**src/rtl/wb_pkg.sv**
```systemverilog
// Shared types and constants for the write-back queue.
package wb_pkg;

    localparam int unsigned DEFAULT_DEPTH = 4;
    localparam logic [4:0]  REG_ZERO      = 5'd0;

    typedef struct packed {
        logic [4:0]  addr;
        logic [31:0] data;
    } wb_entry_t;

endpackage

```
**src/rtl/wb_queue_if.sv**
```systemverilog
// Bus bundle for wb_queue: MEM/EX result handshakes, register-file write port, decode reads.
// Bypass signals exist only when WB_BYPASS_EN is defined.
interface wb_queue_if;

    logic        mem_valid;
    logic [4:0]  mem_addr;
    logic [31:0] mem_data;
    logic        mem_ready;

    logic        ex_valid;
    logic [4:0]  ex_addr;
    logic [31:0] ex_data;
    logic        ex_ready;

    logic        we;
    logic [4:0]  wAddr;
    logic [31:0] wData;

    logic [4:0]  regaAddr;
    logic [4:0]  regbAddr;

`ifdef WB_BYPASS_EN
    logic        fwdaHit;
    logic        fwdbHit;
    logic [31:0] fwdaData;
    logic [31:0] fwdbData;

    modport master (
        output mem_valid, mem_addr, mem_data, ex_valid, ex_addr, ex_data, regaAddr, regbAddr,
        input  mem_ready, ex_ready, we, wAddr, wData, fwdaHit, fwdbHit, fwdaData, fwdbData
    );

    modport slave (
        input  mem_valid, mem_addr, mem_data, ex_valid, ex_addr, ex_data, regaAddr, regbAddr,
        output mem_ready, ex_ready, we, wAddr, wData, fwdaHit, fwdbHit, fwdaData, fwdbData
    );
`else
    modport master (
        output mem_valid, mem_addr, mem_data, ex_valid, ex_addr, ex_data, regaAddr, regbAddr,
        input  mem_ready, ex_ready, we, wAddr, wData
    );

    modport slave (
        input  mem_valid, mem_addr, mem_data, ex_valid, ex_addr, ex_data, regaAddr, regbAddr,
        output mem_ready, ex_ready, we, wAddr, wData
    );
`endif

endinterface

```
**src/rtl/wb_fifo.sv**
```systemverilog
// Pending-write storage: two push ports (push0 older than push1), one pop port, occupancy count.
// With WB_BYPASS_EN the entries are also exported oldest-first for bypass lookup.
module wb_fifo
    import wb_pkg::*;
#(
    parameter  int unsigned DEPTH = DEFAULT_DEPTH,
    localparam int unsigned PtrW  = $clog2(DEPTH),
    localparam int unsigned CntW  = $clog2(DEPTH + 1)
) (
    input  logic            clk,
    input  logic            rst,
    input  logic            push0,
    input  wb_entry_t       push0_entry,
    input  logic            push1,
    input  wb_entry_t       push1_entry,
    input  logic            pop,
    output wb_entry_t       head,
    output logic [CntW-1:0] count
`ifdef WB_BYPASS_EN
    ,
    output wb_entry_t       ordered [DEPTH]
`endif
);

    wb_entry_t       mem [DEPTH];
    logic [PtrW-1:0] rd_ptr_q, rd_ptr_d;
    logic [PtrW-1:0] wr_ptr_q, wr_ptr_d;
    logic [PtrW-1:0] wr_ptr_1;
    logic [CntW-1:0] count_q, count_d;

    always_comb begin
        // push1 lands behind push0 only when push0 is also writing this cycle
        wr_ptr_1 = push0 ? wr_ptr_q + PtrW'(1) : wr_ptr_q;
        wr_ptr_d = wr_ptr_q + PtrW'(push0) + PtrW'(push1);
        rd_ptr_d = rd_ptr_q + PtrW'(pop);
        count_d  = count_q + CntW'(push0) + CntW'(push1) - CntW'(pop);
    end

    always_ff @(posedge clk or posedge rst) begin
        if (rst) begin
            rd_ptr_q <= '0;
            wr_ptr_q <= '0;
            count_q  <= '0;
        end else begin
            rd_ptr_q <= rd_ptr_d;
            wr_ptr_q <= wr_ptr_d;
            count_q  <= count_d;
        end
    end

    always_ff @(posedge clk) begin
        if (push0) mem[wr_ptr_q] <= push0_entry;
        if (push1) mem[wr_ptr_1] <= push1_entry;
    end

    assign head  = mem[rd_ptr_q];
    assign count = count_q;

`ifdef WB_BYPASS_EN
    always_comb begin
        for (int unsigned i = 0; i < DEPTH; i++) begin
            ordered[i] = mem[rd_ptr_q + PtrW'(i)];
        end
    end
`endif

endmodule

```
**src/rtl/wb_queue.sv**
```systemverilog
// Write-back queue: merges MEM and EX results in program order into one register-file write port.
// Optional pending-write bypass to decode is enabled by defining WB_BYPASS_EN.
module wb_queue
    import wb_pkg::*;
#(
    parameter int unsigned DEPTH = DEFAULT_DEPTH
) (
    input logic      clk,
    input logic      rst,
    wb_queue_if.slave bus
);

    localparam int unsigned CntW = $clog2(DEPTH + 1);

    logic [CntW-1:0] count;
    logic [CntW-1:0] free;
    logic            mem_enq_req;
    logic            ex_enq_req;
    logic            mem_push;
    logic            ex_push;
    logic            pop;
    wb_entry_t       head;
    wb_entry_t       mem_entry;
    wb_entry_t       ex_entry;

    // Space comes from the registered count only; this cycle's pop is not credited.
    assign free        = CntW'(DEPTH) - count;
    assign mem_enq_req = bus.mem_valid && (bus.mem_addr != REG_ZERO);
    assign ex_enq_req  = bus.ex_valid && (bus.ex_addr != REG_ZERO);

    assign bus.mem_ready = (free != '0);
    assign bus.ex_ready  = bus.mem_ready && ((free > CntW'(1)) || !mem_enq_req);

    assign mem_push  = mem_enq_req && bus.mem_ready;
    assign ex_push   = ex_enq_req && bus.ex_ready;
    assign mem_entry = '{addr: bus.mem_addr, data: bus.mem_data};
    assign ex_entry  = '{addr: bus.ex_addr, data: bus.ex_data};
    assign pop       = (count != '0);

    assign bus.we    = pop;
    assign bus.wAddr = pop ? head.addr : REG_ZERO;
    assign bus.wData = pop ? head.data : 32'd0;

`ifdef WB_BYPASS_EN
    wb_entry_t ordered [DEPTH];

    // Entries are scanned oldest to youngest so the last match wins.
    always_comb begin
        bus.fwdaHit  = 1'b0;
        bus.fwdaData = 32'd0;
        bus.fwdbHit  = 1'b0;
        bus.fwdbData = 32'd0;
        for (int unsigned i = 0; i < DEPTH; i++) begin
            if (CntW'(i) < count) begin
                if ((bus.regaAddr != REG_ZERO) && (ordered[i].addr == bus.regaAddr)) begin
                    bus.fwdaHit  = 1'b1;
                    bus.fwdaData = ordered[i].data;
                end
                if ((bus.regbAddr != REG_ZERO) && (ordered[i].addr == bus.regbAddr)) begin
                    bus.fwdbHit  = 1'b1;
                    bus.fwdbData = ordered[i].data;
                end
            end
        end
    end
`else
    logic unused_read_addr;
    assign unused_read_addr = ^{bus.regaAddr, bus.regbAddr};
`endif

    wb_fifo #(
        .DEPTH (DEPTH)
    ) u_fifo (
        .clk         (clk),
        .rst         (rst),
        .push0       (mem_push),
        .push0_entry (mem_entry),
        .push1       (ex_push),
        .push1_entry (ex_entry),
        .pop         (pop),
        .head        (head),
        .count       (count)
`ifdef WB_BYPASS_EN
        ,
        .ordered     (ordered)
`endif
    );

endmodule

```
**src/flat_wrapper.sv**
```systemverilog
// flat-port wrapper written by rule: the top's interface ports become plain ports
module wb_queue_flat import wb_pkg::*;
#(
    parameter int unsigned DEPTH = DEFAULT_DEPTH
)
  (clk, rst, bus_mem_valid, bus_mem_addr, bus_mem_data, bus_ex_valid, bus_ex_addr, bus_ex_data, bus_regaAddr, bus_regbAddr, bus_mem_ready, bus_ex_ready, bus_we, bus_wAddr, bus_wData);
  wb_queue_if bus_i ();
  input logic clk;
  input logic rst;
  input wire logic [$bits(bus_i.mem_valid)-1:0] bus_mem_valid;
  input wire logic [$bits(bus_i.mem_addr)-1:0] bus_mem_addr;
  input wire logic [$bits(bus_i.mem_data)-1:0] bus_mem_data;
  input wire logic [$bits(bus_i.ex_valid)-1:0] bus_ex_valid;
  input wire logic [$bits(bus_i.ex_addr)-1:0] bus_ex_addr;
  input wire logic [$bits(bus_i.ex_data)-1:0] bus_ex_data;
  input wire logic [$bits(bus_i.regaAddr)-1:0] bus_regaAddr;
  input wire logic [$bits(bus_i.regbAddr)-1:0] bus_regbAddr;
  output wire logic [$bits(bus_i.mem_ready)-1:0] bus_mem_ready;
  output wire logic [$bits(bus_i.ex_ready)-1:0] bus_ex_ready;
  output wire logic [$bits(bus_i.we)-1:0] bus_we;
  output wire logic [$bits(bus_i.wAddr)-1:0] bus_wAddr;
  output wire logic [$bits(bus_i.wData)-1:0] bus_wData;
  assign bus_i.mem_valid = bus_mem_valid;
  assign bus_i.mem_addr = bus_mem_addr;
  assign bus_i.mem_data = bus_mem_data;
  assign bus_i.ex_valid = bus_ex_valid;
  assign bus_i.ex_addr = bus_ex_addr;
  assign bus_i.ex_data = bus_ex_data;
  assign bus_i.regaAddr = bus_regaAddr;
  assign bus_i.regbAddr = bus_regbAddr;
  assign bus_mem_ready = bus_i.mem_ready;
  assign bus_ex_ready = bus_i.ex_ready;
  assign bus_we = bus_i.we;
  assign bus_wAddr = bus_i.wAddr;
  assign bus_wData = bus_i.wData;
  wb_queue #(.DEPTH(DEPTH)) u_core (.clk(clk), .rst(rst), .bus(bus_i));
endmodule
```
**config.mk**
```make
export PLATFORM = sky130hd
export DESIGN_NAME = wb_queue_flat
export DESIGN_NICKNAME = d
export VERILOG_FILES = /design/src/rtl/wb_pkg.sv /design/src/rtl/wb_queue_if.sv /design/src/rtl/wb_fifo.sv /design/src/rtl/wb_queue.sv /design/src/flat_wrapper.sv
export SDC_FILE = /design/constraint.sdc
export NUM_CORES = 1
export LEC_CHECK = 0
export CAP_MARGIN = 20
export CORE_MARGIN = 10
export CORE_UTILIZATION = 25
export CTS_CLUSTER_SIZE = 40
export DETAILED_ROUTE_END_ITERATION = 8
export DONT_BUFFER_PORTS = 1
export PLACE_DENSITY = 0.46
export REMOVE_ABC_BUFFERS = 1
export SLEW_MARGIN = 20
export SYNTH_ARGS = -nofsm -noshare
export SYNTH_HDL_FRONTEND = slang
export SYNTH_SLANG_ARGS = --single-unit
```
**constraint.sdc**
```tcl
create_clock -name clk -period 10.04 [get_ports clk]
set_input_delay 3.012 -clock clk [delete_from_list [all_inputs] [get_ports clk]]
set_output_delay 3.012 -clock clk [all_outputs]
set_load 0.005 [all_outputs]
```
==> summary.txt <==
Worst-path clk slew - 0.06 ns
Max Slew Vio Count - 0
Sw Pwr - 975 µW
PwrDens - 321 mW/mm²
crit path DAT - 3.92 ns
DP Area - 0.00848 mm²
CP top delay family - compound AO/OA/AOI/OAI gates
R2R Path Start - u_core.u_fifo.count[0]
IO buf count - 0
wire length per cell - 24.2 µm
worst endpoint required time - 7.03 ns
Setup Crit Path Kind - in -> out
Seq/Total Area, Yosys - 57.4%
crit path from - bus_mem_addr[0]
ratio of cells with drive above 1 in the final layout - 37.8%
final design utilization - 28.7%
clock share of power - 23.0%
Worst-Skew Late Latency - 0.44 ns
Synth async-reset ratio - 4.52%
Post-DRT Antenna Nets - 0
Startpoint Class - input port
final instance area - 0.00909 mm²
Yosys Warn Count - 0
PnR worst setup slack - 3.10 ns
Die ar. - 0.0398 mm²
Worst Tran Pin Value - 0.916 ns
CP endpoint kind - output port
VDD IR-drop max - 0.156 mV
first-pass GRT wire length - 30800 µm
Final Non-Filler Cells - 876
P_int - 1.94 mW
Synth area leaders - edfxtp_1, mux4_2, mux2_2
final hold slack - 0.570 ns
core area - 0.0316 mm²
Most used DFF post-synth - edfxtp_1
post-route minimum period - 6.94 ns
Tcrit/Tclk final - 69.1%
vias in the first global route - 4658
final global-route overflow total - 0
Hold-fix buffers, CTS - 0
Syn Std Cell Area - 0.00805 mm²
Worst Hold Launch - u_core.u_fifo.wr_ptr_q[1]
synth unique cells - 32
critical path cell sequence - nor4_2, a21oi_1, a31oi_1
Logic pwr share - 36.8%
First DRT Iteration DRCs - 169
TNS Setup - 0 ns
# fillers - 3133
CP max FO - 5
CTS Buffer Depth - 2
num rows - 65
syn avg cell area - 17.5 µm²
Crit path largest cell delay - 0.38 ns
H-tree depth - 4
initial antenna violation count - 0
Setup Viol. Count Final - 0
Via Count - 4063
Synth area leader - edfxtp_1
Placed Cells - 844
Yosys top cell area share - 55.2%
clk_skew - 0.00794 ns
RSZ-0062 raised after global routing - false
Slew headroom - 38.9%
Net Sw Frac - 33.4%
Achievable Freq - 144 MHz
post-cts resize count - 0
Fin. Hold Viols - 0
Ports - 128
Die Height - 199 µm
CP bufs+invs - 0
Hold Path Class - reg -> reg
DRT Pass-1 Iters - 4
Root Driver - clkbuf_16
number of flops mapped to enable cells by yosys - 148
final net count - 562
#FFs+latches synth - 155
post-CTS setup repair buffer count - 0
vias per inst - 4.64
Final HPWL DP - 12800 µm
clock tree sinks - 155
drt total wl - 21200 µm
Tot Pwr - 2.92 mW
DRC Markers - 0
routability cong. - 0.734
cell count after synthesis - 460
TritonCTS clock tree - done
CP max stage cell - nor4_2
status - complete, no violations
die width - 199 µm
Layout area overhead - 13.0%
Num CTS Buffers - 17
Total Routing Usage GR - 11.1%
largest net degree at the start of global routing - 41
max_cap viols - 0
Flop pwr share - 40.2%
Starting Density - 25.4%
LEAKAGE - 3.04 nW
Place WS - 3.06 ns
Yosys cell counts (2+ instances only):
cell type and n:
a211oi_2 2, a21o_1 3, a21oi_1 2, and2_1 37
buf_2 8, buf_4 7, buf_6 4, clkbuf_1 8
dfrtp_1 7, edfxtp_1 148, fa_1 3, ha_1 10
inv_1 14, mux2_1 59, mux2_2 71, mux2_4 19
mux2i_1 2, mux4_2 37, nand2_1 3, o211ai_1 2
xnor2_1 2, xor2_1 2
final timing paths:
path	endpoint	slack, ns	depth (start not counted)
max in group asynchronous	u_core.u_fifo.rd_ptr_q[0]	7.39	1
max	bus_ex_ready	3.10	3
min reg2reg	u_core.u_fifo.wr_ptr_q[1]	0.57	1
min	u_core.u_fifo.wr_ptr_q[1]	0.57	1
max reg2reg	u_core.u_fifo.mem[0][36]	6.01	9
min in group asynchronous	u_core.u_fifo.rd_ptr_q[0]	2.40	1
power by group through the flow:
stage               clock network [mW]  registers (mW)  logic [mW]
global placement                     0            1.18        1.11
CTS                              0.692            1.19        1.13
floorplan                            0            1.15       0.766
global route                     0.717            1.21        1.18
finish                           0.672            1.17        1.07
detailed placement                   0            1.20        1.13
registers in the layout, indices dropped and copies added, names as in the netlist:
register                cells
u_core.u_fifo.mem         148
u_core.u_fifo.rd_ptr_q      2
u_core.u_fifo.count         3
u_core.u_fifo.wr_ptr_q      2
area by class of cell:
| class | count | area, µm² | share of cell area, % |
|---|---|---|---|
| flip-flops and latches | 155 | 4620 | 50.8 |
| multi-input cells | 263 | 3230 | 35.5 |
| well taps | 402 | 503 | 5.53 |
| clock buffers | 20 | 437 | 4.80 |
| clock inverters | 11 | 171 | 1.88 |
| repair buffers | 10 | 75.1 | 0.825 |
| inverters | 14 | 52.6 | 0.578 |
| diodes | 1 | 2.50 | 0.0275 |
kinds of logic (layout without fill, tap and decap cells):
kind of cell / Yosys count / count (layout) / synth area share (%)
other: 0 / 1 / 0
xor gates and xnor gates: 4 / 4 / 0.435
adders and majority gates: 13 / 13 / 2.30
muxes: 188 / 188 / 32.3
buffers and inverters: 42 / 55 / 2.78
DFF: 155 / 155 / 57.4
AOI/OAI and AO/OA: 12 / 12 / 1.18
and+or+nand+nor: 46 / 46 / 3.56
metal layers:
metal	global-route usage [%]	part of all wire, %	vias to the layer above
li1	-	-	1806
met1	11.5	38	2153
met2	19.5	53	89
met3	5.08	8.0	15
met4	3.37	1.2	0
met5	0	0	-
cells in the final DEF (no fill, tap or decap), types with 2 or more instances in the layout:
cell type,netlist,final
a21o_2,0,3
a21oi_1,2,2
and2_1,37,37
buf_4,7,10
bufinv_16,0,4
clkbuf_1,8,3
clkbuf_16,0,17
clkinv_2,0,2
clkinv_4,0,3
clkinvlp_4,0,2
dfrtp_1,7,5
edfxtp_1,148,148
fa_1,3,3
ha_1,10,10
inv_1,14,13
mux2_1,59,59
mux2_2,71,71
mux2_4,19,19
mux2i_1,2,2
mux4_2,37,37
nand2_1,3,2
o211ai_1,2,2
xnor2_1,2,2
xor2_1,2,2
(Power assumes the default switching activity.)
